$ cat config.mk
export PLATFORM = sky130hd
export DESIGN_NAME = data_mem_ctrl
export DESIGN_NICKNAME = d
export VERILOG_FILES = /design/src/rtl/riscv_mem_pkg.sv /design/src/rtl/mem_lane_align.sv /design/src/rtl/data_mem_ctrl.sv
export SDC_FILE = /design/constraint.sdc
export NUM_CORES = 2
export LEC_CHECK = 0
export CAP_MARGIN = 5
export CELL_PAD_IN_SITES_DETAIL_PLACEMENT = 1
export CELL_PAD_IN_SITES_GLOBAL_PLACEMENT = 1
export CORE_ASPECT_RATIO = 2
export CORE_MARGIN = 2
export CORE_UTILIZATION = 55
export DETAILED_ROUTE_END_ITERATION = 12
export PLACE_DENSITY_LB_ADDON = 0.1
export SLEW_MARGIN = 40
export SYNTH_ARGS = -nofsm -noshare
export SYNTH_HDL_FRONTEND = slang
export SYNTH_SLANG_ARGS = --single-unit
$ cat constraint.sdc
create_clock -name clk -period 3.75 [get_ports clk]
set_clock_uncertainty 0.15 [all_clocks]
set_input_delay 0.75 -clock clk [delete_from_list [all_inputs] [get_ports clk]]
set_output_delay 0.75 -clock clk [all_outputs]
set_load 0.05 [all_outputs]
$ cat src/rtl/riscv_mem_pkg.sv
// Shared constants and types for the RV32I data memory path.
// Holds the load/store size codes, byte-enable type and response payload.
package riscv_mem_pkg;

    localparam int unsigned WORD_BYTES = 4;
    localparam int unsigned XLEN       = 32;

    localparam logic [2:0] F3_B  = 3'd0;
    localparam logic [2:0] F3_H  = 3'd1;
    localparam logic [2:0] F3_W  = 3'd2;
    localparam logic [2:0] F3_BU = 3'd4;
    localparam logic [2:0] F3_HU = 3'd5;

    typedef logic [WORD_BYTES-1:0] byte_en_t;

    typedef struct packed {
        logic            err;
        logic [XLEN-1:0] rdata;
    } mem_rsp_t;

endpackage

$ cat src/rtl/mem_lane_align.sv
// Byte-lane steering for RV32I loads and stores: byte enables, write-data
// replication, alignment/size fault detection and load sign/zero extension.
module mem_lane_align
    import riscv_mem_pkg::*;
(
    input  logic            we_i,
    input  logic [2:0]      funct3_i,
    input  logic [1:0]      addr_lo_i,
    input  logic [XLEN-1:0] wdata_i,
    input  logic [XLEN-1:0] rword_i,
    output byte_en_t        be_c_o,
    output logic [XLEN-1:0] wdata_c_o,
    output logic            fault_c_o,
    output logic [XLEN-1:0] rdata_c_o
);

    logic [7:0]  lane_byte;
    logic [15:0] lane_half;

    // Request path: unsigned sizes are load-only, so they fault for stores.
    always_comb begin
        be_c_o    = '0;
        wdata_c_o = wdata_i;
        fault_c_o = 1'b0;
        case (funct3_i)
            F3_B: begin
                be_c_o    = byte_en_t'(4'b0001 << addr_lo_i);
                wdata_c_o = {4{wdata_i[7:0]}};
            end
            F3_H: begin
                be_c_o    = byte_en_t'(4'b0011 << {addr_lo_i[1], 1'b0});
                wdata_c_o = {2{wdata_i[15:0]}};
                fault_c_o = addr_lo_i[0];
            end
            F3_W: begin
                be_c_o    = 4'b1111;
                fault_c_o = (addr_lo_i != 2'd0);
            end
            F3_BU:   fault_c_o = we_i;
            F3_HU:   fault_c_o = we_i | addr_lo_i[0];
            default: fault_c_o = 1'b1;
        endcase
        if (fault_c_o) begin
            be_c_o = '0;
        end
    end

    always_comb begin
        case (addr_lo_i)
            2'd0:    lane_byte = rword_i[7:0];
            2'd1:    lane_byte = rword_i[15:8];
            2'd2:    lane_byte = rword_i[23:16];
            default: lane_byte = rword_i[31:24];
        endcase
        lane_half = addr_lo_i[1] ? rword_i[31:16] : rword_i[15:0];
    end

    always_comb begin
        rdata_c_o = '0;
        case (funct3_i)
            F3_B:    rdata_c_o = {{24{lane_byte[7]}}, lane_byte};
            F3_H:    rdata_c_o = {{16{lane_half[15]}}, lane_half};
            F3_W:    rdata_c_o = rword_i;
            F3_BU:   rdata_c_o = {24'd0, lane_byte};
            F3_HU:   rdata_c_o = {16'd0, lane_half};
            default: rdata_c_o = '0;
        endcase
    end

endmodule

$ cat src/rtl/data_mem_ctrl.sv
// Clocked RV32I data memory with valid/ready request/response handshake,
// byte-lane stores, extended loads and fault reporting.
module data_mem_ctrl
    import riscv_mem_pkg::*;
#(
    parameter int unsigned ADDR_WIDTH   = 9,
    parameter int unsigned DEPTH        = 128,
    parameter int unsigned INIT_PATTERN = 1
) (
    input  logic                  clk,
    input  logic                  rst_n,
    input  logic                  req_valid,
    output logic                  req_ready,
    input  logic                  req_we,
    input  logic [2:0]            req_funct3,
    input  logic [ADDR_WIDTH-1:0] req_addr,
    input  logic [XLEN-1:0]       req_wdata,
    output logic                  rsp_valid,
    input  logic                  rsp_ready,
    output logic [XLEN-1:0]       rsp_rdata,
    output logic                  rsp_err
);

    localparam int unsigned IDX_W  = ADDR_WIDTH - 2;
    localparam int unsigned MEM_AW = (DEPTH > 1) ? $clog2(DEPTH) : 1;

    typedef logic [XLEN-1:0] mem_t [DEPTH];

    function automatic mem_t mem_init();
        mem_t m;
        for (int unsigned i = 0; i < DEPTH; i++) begin
            m[i] = (INIT_PATTERN != 0) ? XLEN'(i) : '0;
        end
        return m;
    endfunction

    // Contents exist from time zero and are deliberately untouched by reset.
    mem_t mem_q = mem_init();

    logic [IDX_W-1:0]  word_idx;
    logic [MEM_AW-1:0] mem_idx;
    logic              range_err;
    logic              fault;
    logic              req_err;
    logic              accept;
    logic              wr_en;
    logic [XLEN-1:0]   raw_word;
    logic [XLEN-1:0]   load_data;
    logic [XLEN-1:0]   wr_data;
    byte_en_t          wr_be;

    logic              rsp_valid_q, rsp_valid_d;
    mem_rsp_t          rsp_q, rsp_d;

    assign word_idx  = req_addr[ADDR_WIDTH-1:2];
    assign mem_idx   = MEM_AW'(word_idx);
    assign range_err = (32'(word_idx) >= DEPTH);
    assign raw_word  = range_err ? '0 : mem_q[mem_idx];

    assign req_ready = !rsp_valid_q || rsp_ready;
    assign accept    = req_valid && req_ready;
    assign req_err   = fault || range_err;
    assign wr_en     = accept && req_we && !req_err;

    mem_lane_align u_align (
        .we_i      (req_we),
        .funct3_i  (req_funct3),
        .addr_lo_i (req_addr[1:0]),
        .wdata_i   (req_wdata),
        .rword_i   (raw_word),
        .be_c_o    (wr_be),
        .wdata_c_o (wr_data),
        .fault_c_o (fault),
        .rdata_c_o (load_data)
    );

    // Stores commit on the accept edge so a following load sees them without bypass.
    always_ff @(posedge clk) begin
        if (wr_en) begin
            for (int b = 0; b < int'(WORD_BYTES); b++) begin
                if (wr_be[b]) begin
                    mem_q[mem_idx][8*b +: 8] <= wr_data[8*b +: 8];
                end
            end
        end
    end

    always_comb begin
        rsp_valid_d = rsp_valid_q;
        rsp_d       = rsp_q;
        if (accept) begin
            rsp_valid_d = 1'b1;
            rsp_d.err   = req_err;
            rsp_d.rdata = (req_err || req_we) ? '0 : load_data;
        end else if (rsp_ready) begin
            rsp_valid_d = 1'b0;
        end
    end

    always_ff @(posedge clk or negedge rst_n) begin
        if (!rst_n) begin
            rsp_valid_q <= 1'b0;
            rsp_q       <= '0;
        end else begin
            rsp_valid_q <= rsp_valid_d;
            rsp_q       <= rsp_d;
        end
    end

    assign rsp_valid = rsp_valid_q;
    assign rsp_rdata = rsp_q.rdata;
    assign rsp_err   = rsp_q.err;

endmodule

# Word level (Yosys, flattened, before mapping)
# Memory sizes are Yosys's and may differ from the RTL's.
# Index checks and enable logic that the tools add are counted.
dict set report classes {
  shifts 2
  n_eq_ne 6
  reduce_logical 11
  bitwise 1
  n_mux 22
}
# op count
set op_table {}
lappend op_table {{32-bit one-hot mux with 5 select lines} 1}
lappend op_table {{32-bit one-hot mux with 2 select lines} 1}
lappend op_table {{32-bit 2-to-1 mux} 1}
lappend op_table {{8-bit one-hot mux with 3 select lines} 1}
lappend op_table {{16-bit 2-to-1 mux} 1}
lappend op_table {{1-bit 2-to-1 mux} 14}
lappend op_table {{4-bit one-hot mux with 3 select lines} 1}
lappend op_table {{3-bit equality test, second input constant} 2}
lappend op_table {{1-bit one-hot mux with 5 select lines} 1}
lappend op_table {{4-bit 2-to-1 mux} 1}
lappend op_table {{2-bit nonzero test} 2}
lappend op_table {{1-bit by 2-bit << shifter with 4-bit output, first input constant} 1}
lappend op_table {{2-bit by 2-bit << shifter with 4-bit output, first input constant} 1}
lappend op_table {{3-bit by 1-bit equality test with 1-bit output, second input constant} 1}
lappend op_table {{3-bit by 2-bit equality test with 1-bit output, second input constant} 1}
lappend op_table {{1-bit logical AND} 3}
lappend op_table {{3-bit logical NOT} 1}
lappend op_table {{2-bit by 1-bit equality test with 1-bit output, second input constant} 1}
lappend op_table {{2-bit equality test, second input constant} 1}
lappend op_table {{1-bit logical NOT} 2}
lappend op_table {{2-bit logical NOT} 1}
lappend op_table {{1-bit logical OR} 2}
lappend op_table {{1-bit bitwise OR} 1}
dict set report word_totals {
  inputBits 49
  mem_count 1
  ram_bits 4096
  reg_bits 34
}
# memory words word_bits read_ports rd_ports_with_merged_regs write_ports line
set memory_table {}
lappend memory_table {mem_q 128 32 1 0 1 data_mem_ctrl.sv:38} ;# mem_t mem_q = mem_init();

# Longest topological paths before layout
dict set report logic_depth {
  ltp_word 7
  depth_mapped 17
  mapped_depth_nobuf 9
}

# Cells and area by module
# Synthesis repeated with hierarchy kept, for this count alone.
dict set report unflattened {
  cells_unflattened 9973
  hier_area_um2 162804.9
}
# mod cells_per_inst seq_area_each_um2 instances area_each_um2
set by_module_without_submodules {}
lappend by_module_without_submodules {data_mem_ctrl 9767 123848.8 1 161202.1}
lappend by_module_without_submodules {mem_lane_align 206 0.0 1 1602.8}

# Worst setup path after synthesis
# No wires, ideal clock.
dict set report synth_timing {
  kind {input to register}
  startpoint {input port req_funct3[1]}
  endpoint {memory mem_q[0][24] (netlist name) (data pin)}
  stages 5
  path_slack_ns -2.385
  arrival_time_ns 5.093
  path_cell_list {clkbuf_1 -> nor2_1 -> clkbuf_1 -> nor2_1 -> a21oi_1}
}
dict set report synth_via {
  elab_chain_len 2
  word_cells_on_any_way 3
  cone_classes {eq/ne (1); mux (1); reduce/logical (1)}
}
# element line
set synth_lines {}
lappend synth_lines {{start: declaration} data_mem_ctrl.sv:15} ;# input logic [2:0] req_funct3,
lappend synth_lines {{3-bit by 1-bit equality test with 1-bit output or 3-bit logical NOT (tied branches)} mem_lane_align.sv:25} ;# case (funct3_i)
lappend synth_lines {{32-bit one-hot mux with 2 select lines (*)} mem_lane_align.sv:25}
lappend synth_lines {{net u_align.wdata_c_o[24]} mem_lane_align.sv:12} ;# output logic [XLEN-1:0] wdata_c_o,
lappend synth_lines {{end: declaration} data_mem_ctrl.sv:38}
# The timed path passes the listed nets; every way through them passes the cells marked *.

# Worst setup path after layout
dict set report layout_timing {
  startpoint {input port req_addr[3]}
  endpoint {register rsp_q (netlist bit rsp_rdata[5])}
}
dict set report layout_via {
  elab_chain_len 4
  word_cells_on_any_way 5
  cone_classes {mux (4); memory (1)}
}
# element line
set layout_lines {}
lappend layout_lines {{start: declaration} data_mem_ctrl.sv:16} ;# input logic [ADDR_WIDTH-1:0] req_addr,
lappend layout_lines {{memory 128 x 32 bit (*)} --}
lappend layout_lines {{8-bit one-hot mux with 3 select lines or 16-bit 2-to-1 mux (tied branches)} {mem_lane_align.sv:49, mem_lane_align.sv:55}}
lappend layout_lines {{32-bit one-hot mux with 5 select lines (*)} mem_lane_align.sv:60} ;# case (funct3_i)
lappend layout_lines {{32-bit 2-to-1 mux (*)} data_mem_ctrl.sv:94} ;# rsp_d.rdata = (req_err || req_we) ? '0 : load_data;
lappend layout_lines {{end signal: assignment} data_mem_ctrl.sv:106} ;# rsp_q <= rsp_d;
lappend layout_lines {{end: declaration} data_mem_ctrl.sv:53} ;# mem_rsp_t rsp_q, rsp_d;
# Mark *: on every way between the ends. The rest lies on a longest branch, timed or not.
# A chain may end at the register's enable or synchronous reset.

==> impl_results.md <==
* Status: finished with violations
* Failing checks: negative setup slack
* Top metal layer carrying routed signals: met5
* Critical-path maximum fanout at 23
* Fraction of layout cells with a size suffix above 1 at 27.9%
* Clock root cell: sky130_fd_sc_hd__clkbuf_16
* Startpoint Class: primary input
* Number of I/O port buffers at 83
* Met1 Routed Length at 219000 µm
* Main combinational cell family by area after synthesis: compound AO/OA/AOI/OAI gates
* Least-Margin Pin Slew at 1.01 ns
* Library cell appearing most often on the critical path: sky130_fd_sc_hd__buf_4
* Worst path cell trace: buf_12 > buf_4 > and3b_4 > buf_4 > buf_12 > buf_4 > a221oi_1 > o21ai_0 > o22ai_1 > o2bb2ai_1 > nor4b_2 > buf_4 > o221ai_1 > a221o_1
* Mux contribution to synthesized area at 5.10%
* Share of async-settable or async-resettable flops after synthesis at 0.823%
* Critical path data required time at 4.46 ns
* Antenna violations before repair at 69
* Routed wirelength normalized by instance count at 47.3 µm
* Top post-synthesis cells by count: sky130_fd_sc_hd__edfxtp_1, sky130_fd_sc_hd__nor2_1, sky130_fd_sc_hd__a221oi_1
* Die outline area at 0.296 mm²
* Area fraction in and, or, nand and nor cells after synthesis at 3.99%
* Maximum level of the CTS H-tree at 5
* Setup repair after global routing missed its margin: true
* Synthesized cell area at 0.160 mm²
* Pin count of the biggest net entering global routing at 129
* Hold Crit Class: primary input to register
* Compound-Gate Fraction of Synth Area at 11.4%
* Share of the clock period used by the worst path at 103%
* Power per cell area at 496 mW/mm²
* Area share of the largest cell type after synthesis at 76.7%
* DRC violation count after routing at 0
* Detailed-route via count at 114000
* Yosys synthesis warning count at 0
* Tot GR Track Use at 49.7%
* Most repeated cell in the gate-level netlist after synthesis: sky130_fd_sc_hd__edfxtp_1
* Sum of negative setup slack at -1.08 ns
* Maximum clock insertion buffer count at 4
* Initial detailed-routing violation count at 16300
* Clock transition at the registers of the reported paths at 0.07 ns
* Upper clock frequency limit at 260 MHz
* EDFF count, synth at 4096
* Post-layout nets at 11500
* Count of different cell masters after synthesis at 90
* Main flop type after synthesis: sky130_fd_sc_hd__edfxtp_1
* Class of the most critical setup path: primary input to register
* Static Leak at 65.9 nW
* Clock tree from TritonCTS: yes
* Power consumption at 97.4 mW
* Floorplan Core Area at 0.290 mm²
* Syn_area_per_cell at 16.9 µm²
* Layout fillers at 24800
* Weighted congestion at the end of routability-driven global placement at 1.07
* Detailed placement HPWL at 527000 µm
* Sinks on Clock Net at 4130
* Die Y at 767 µm
* Routed WL at 736000 µm
* Horizontal extent of the die at 386 µm
* First-pass GRT wire length at 984000 µm
* Final critical delay including setup and external delays at 3.84 ns
* Share of the synthesized netlist area taken by xor and xnor gates at 0%
* Number of nets with antenna violations after routing at 0
* Met2 routed wirelength at 338000 µm
* Sum of met3 wire segment lengths after detailed routing at 80600 µm
* Fraction of the mapped netlist area in adder cells at 0%
* Remaining Overflow, GRT at 0
* Register area share after synthesis at 77.3%
* Critical Path AT at 4.55 ns
* Number of nets produced by synthesis at 9507
* Number of failing hold endpoints at the final stage at 0
* Post-layout instance count excluding filler cells at 15600
* Post-Place Cells at 14900
* Category of cells accounting for the largest share of critical-path delay: compound AO/OA/AOI/OAI gates
* # IOs at 84
* Via count of the first global-routing pass at 115000
* Number of setup violations in the final report at 25
* CP max-delay cell: sky130_fd_sc_hd__nor4b_2
* Std cell rows at 280
* Area delta synth->final at 22.5%
* Ranking of synthesized cells by area: sky130_fd_sc_hd__edfxtp_1, sky130_fd_sc_hd__a221oi_1, sky130_fd_sc_hd__mux2i_1
* Hold slack at 0.0284 ns
* Capturing element type of the critical path: register
* Max-cap check violation count at 0
* Clk Latency, worst-skew pair at 0.98 ns
* Clock buffer count from CTS at 354
* Critical Path Max Stage Delay at 0.53 ns
* Via density at 7.31
* First drt pass iteration count at 9
* Final setup margin at -0.0941 ns
* Register bit count reported by yosys at 4130
* Worst relative slew slack at 32.9%
* Final max-slew violation count at 0
* Starting utilization of the core area at 55.2%
* Worst Path Buf+Inv at 6
* Cell accounting for the most synthesized area: sky130_fd_sc_hd__edfxtp_1
* Worst slack at placement at -1.38 ns
* Syn Inst Count at 9458
* Peak supply drop at 0.570 mV
## path summary, 6_finish.rpt
check | start | end | slack [ns] | cells after the start
worst max-delay path | req_addr[3] | rsp_rdata[5] | -0.09 | 14
worst min-delay path | req_wdata[0] | mem_q[101][0] | 0.03 | 1
worst max register to register | mem_q[90][6] | rsp_rdata[6] | 0.14 | 12
worst min register to register | rsp_err | rsp_err | 0.39 | 2
max in group asynchronous | rst_n | rsp_rdata[3] | 2.84 | 2
min in group asynchronous | rst_n | rsp_rdata[23] | 0.19 | 2
## cells in the final DEF (no fill, tap or decap), types with 51 or more instances in the layout
cell	instances
sky130_fd_sc_hd__clkinv_1	63
sky130_fd_sc_hd__nand2_1	421
sky130_fd_sc_hd__clkinv_2	73
sky130_fd_sc_hd__clkbuf_16	363
sky130_fd_sc_hd__o21ai_0	214
sky130_fd_sc_hd__a22oi_1	479
sky130_fd_sc_hd__clkdlybuf4s50_1	66
sky130_fd_sc_hd__buf_12	357
sky130_fd_sc_hd__mux2_2	201
sky130_fd_sc_hd__a22o_1	92
sky130_fd_sc_hd__o22ai_1	81
sky130_fd_sc_hd__a221oi_1	537
sky130_fd_sc_hd__edfxtp_1	4096
sky130_fd_sc_hd__a31oi_1	93
sky130_fd_sc_hd__mux4_2	83
sky130_fd_sc_hd__mux2i_1	378
sky130_fd_sc_hd__nor2_1	750
sky130_fd_sc_hd__o211ai_1	51
sky130_fd_sc_hd__buf_4	1900
sky130_fd_sc_hd__nor2b_1	67
sky130_fd_sc_hd__clkbuf_1	60
sky130_fd_sc_hd__a32oi_1	69
sky130_fd_sc_hd__a221o_1	61
sky130_fd_sc_hd__a21oi_1	268
## layer usage
layer  GRT usage [%]  vias up
met2            76.7     9724
met3            11.7     3178
met1            54.6    58200
met4            51.4       56
met5               0        -
li1                -    42700
## cell families (layout without fill, tap and decap cells)
logic type      count (synthesis)  after routing
compound gates               2416           2416
simple gates                 1497           1497
buf+inv                       731           3001
flops                        4130           4130
mux                           684            684
other cells                     0             49
## registers in the layout, indices dropped and copies added, names as in the netlist
| register | count |
|---|---|
| mem_q | 4096 |
| rsp_err | 1 |
| rsp_rdata | 32 |
| rsp_valid | 1 |
## layout make-up
cell class	count	area, µm²	area share [%]
timing repair buffer	2349	22400	11.4
antenna	49	123	0.0624
tap	3807	4760	2.43
sequential	4130	124000	63.1
inverter	13	73.8	0.0376
clock buffer	423	9310	4.74
clock inverter	216	2120	1.08
multi-input combinational	4597	33700	17.2
## through the flow
stage,utilization (%),area (µm²)
final,67.6,196000
after CTS,67.5,196000
after global routing,67.6,196000
after floorplan,-,160000
after detailed placement,63.5,184000
after global placement,63.4,184000
## timing repair
item / CTS / global route
gates cloned: 0 / 0
gates resized for setup: 26 / 44
hold endpoints to repair: 34 / 0
endpoints found under the setup margin: 31 / 26
setup buffers: 4 / 7
pin swaps: 7 / 13
hold buffers: 1 / 0
## power breakdown
group          internal, mW  leakage, nW  switching (mW)
logic                  2.67         23.1            5.88
clock network          20.3         5.58            17.5
registers              51.0         37.2          0.0474
total                  74.0         65.9            23.4
No activity file was read; power rests on OpenSTA's default activity.
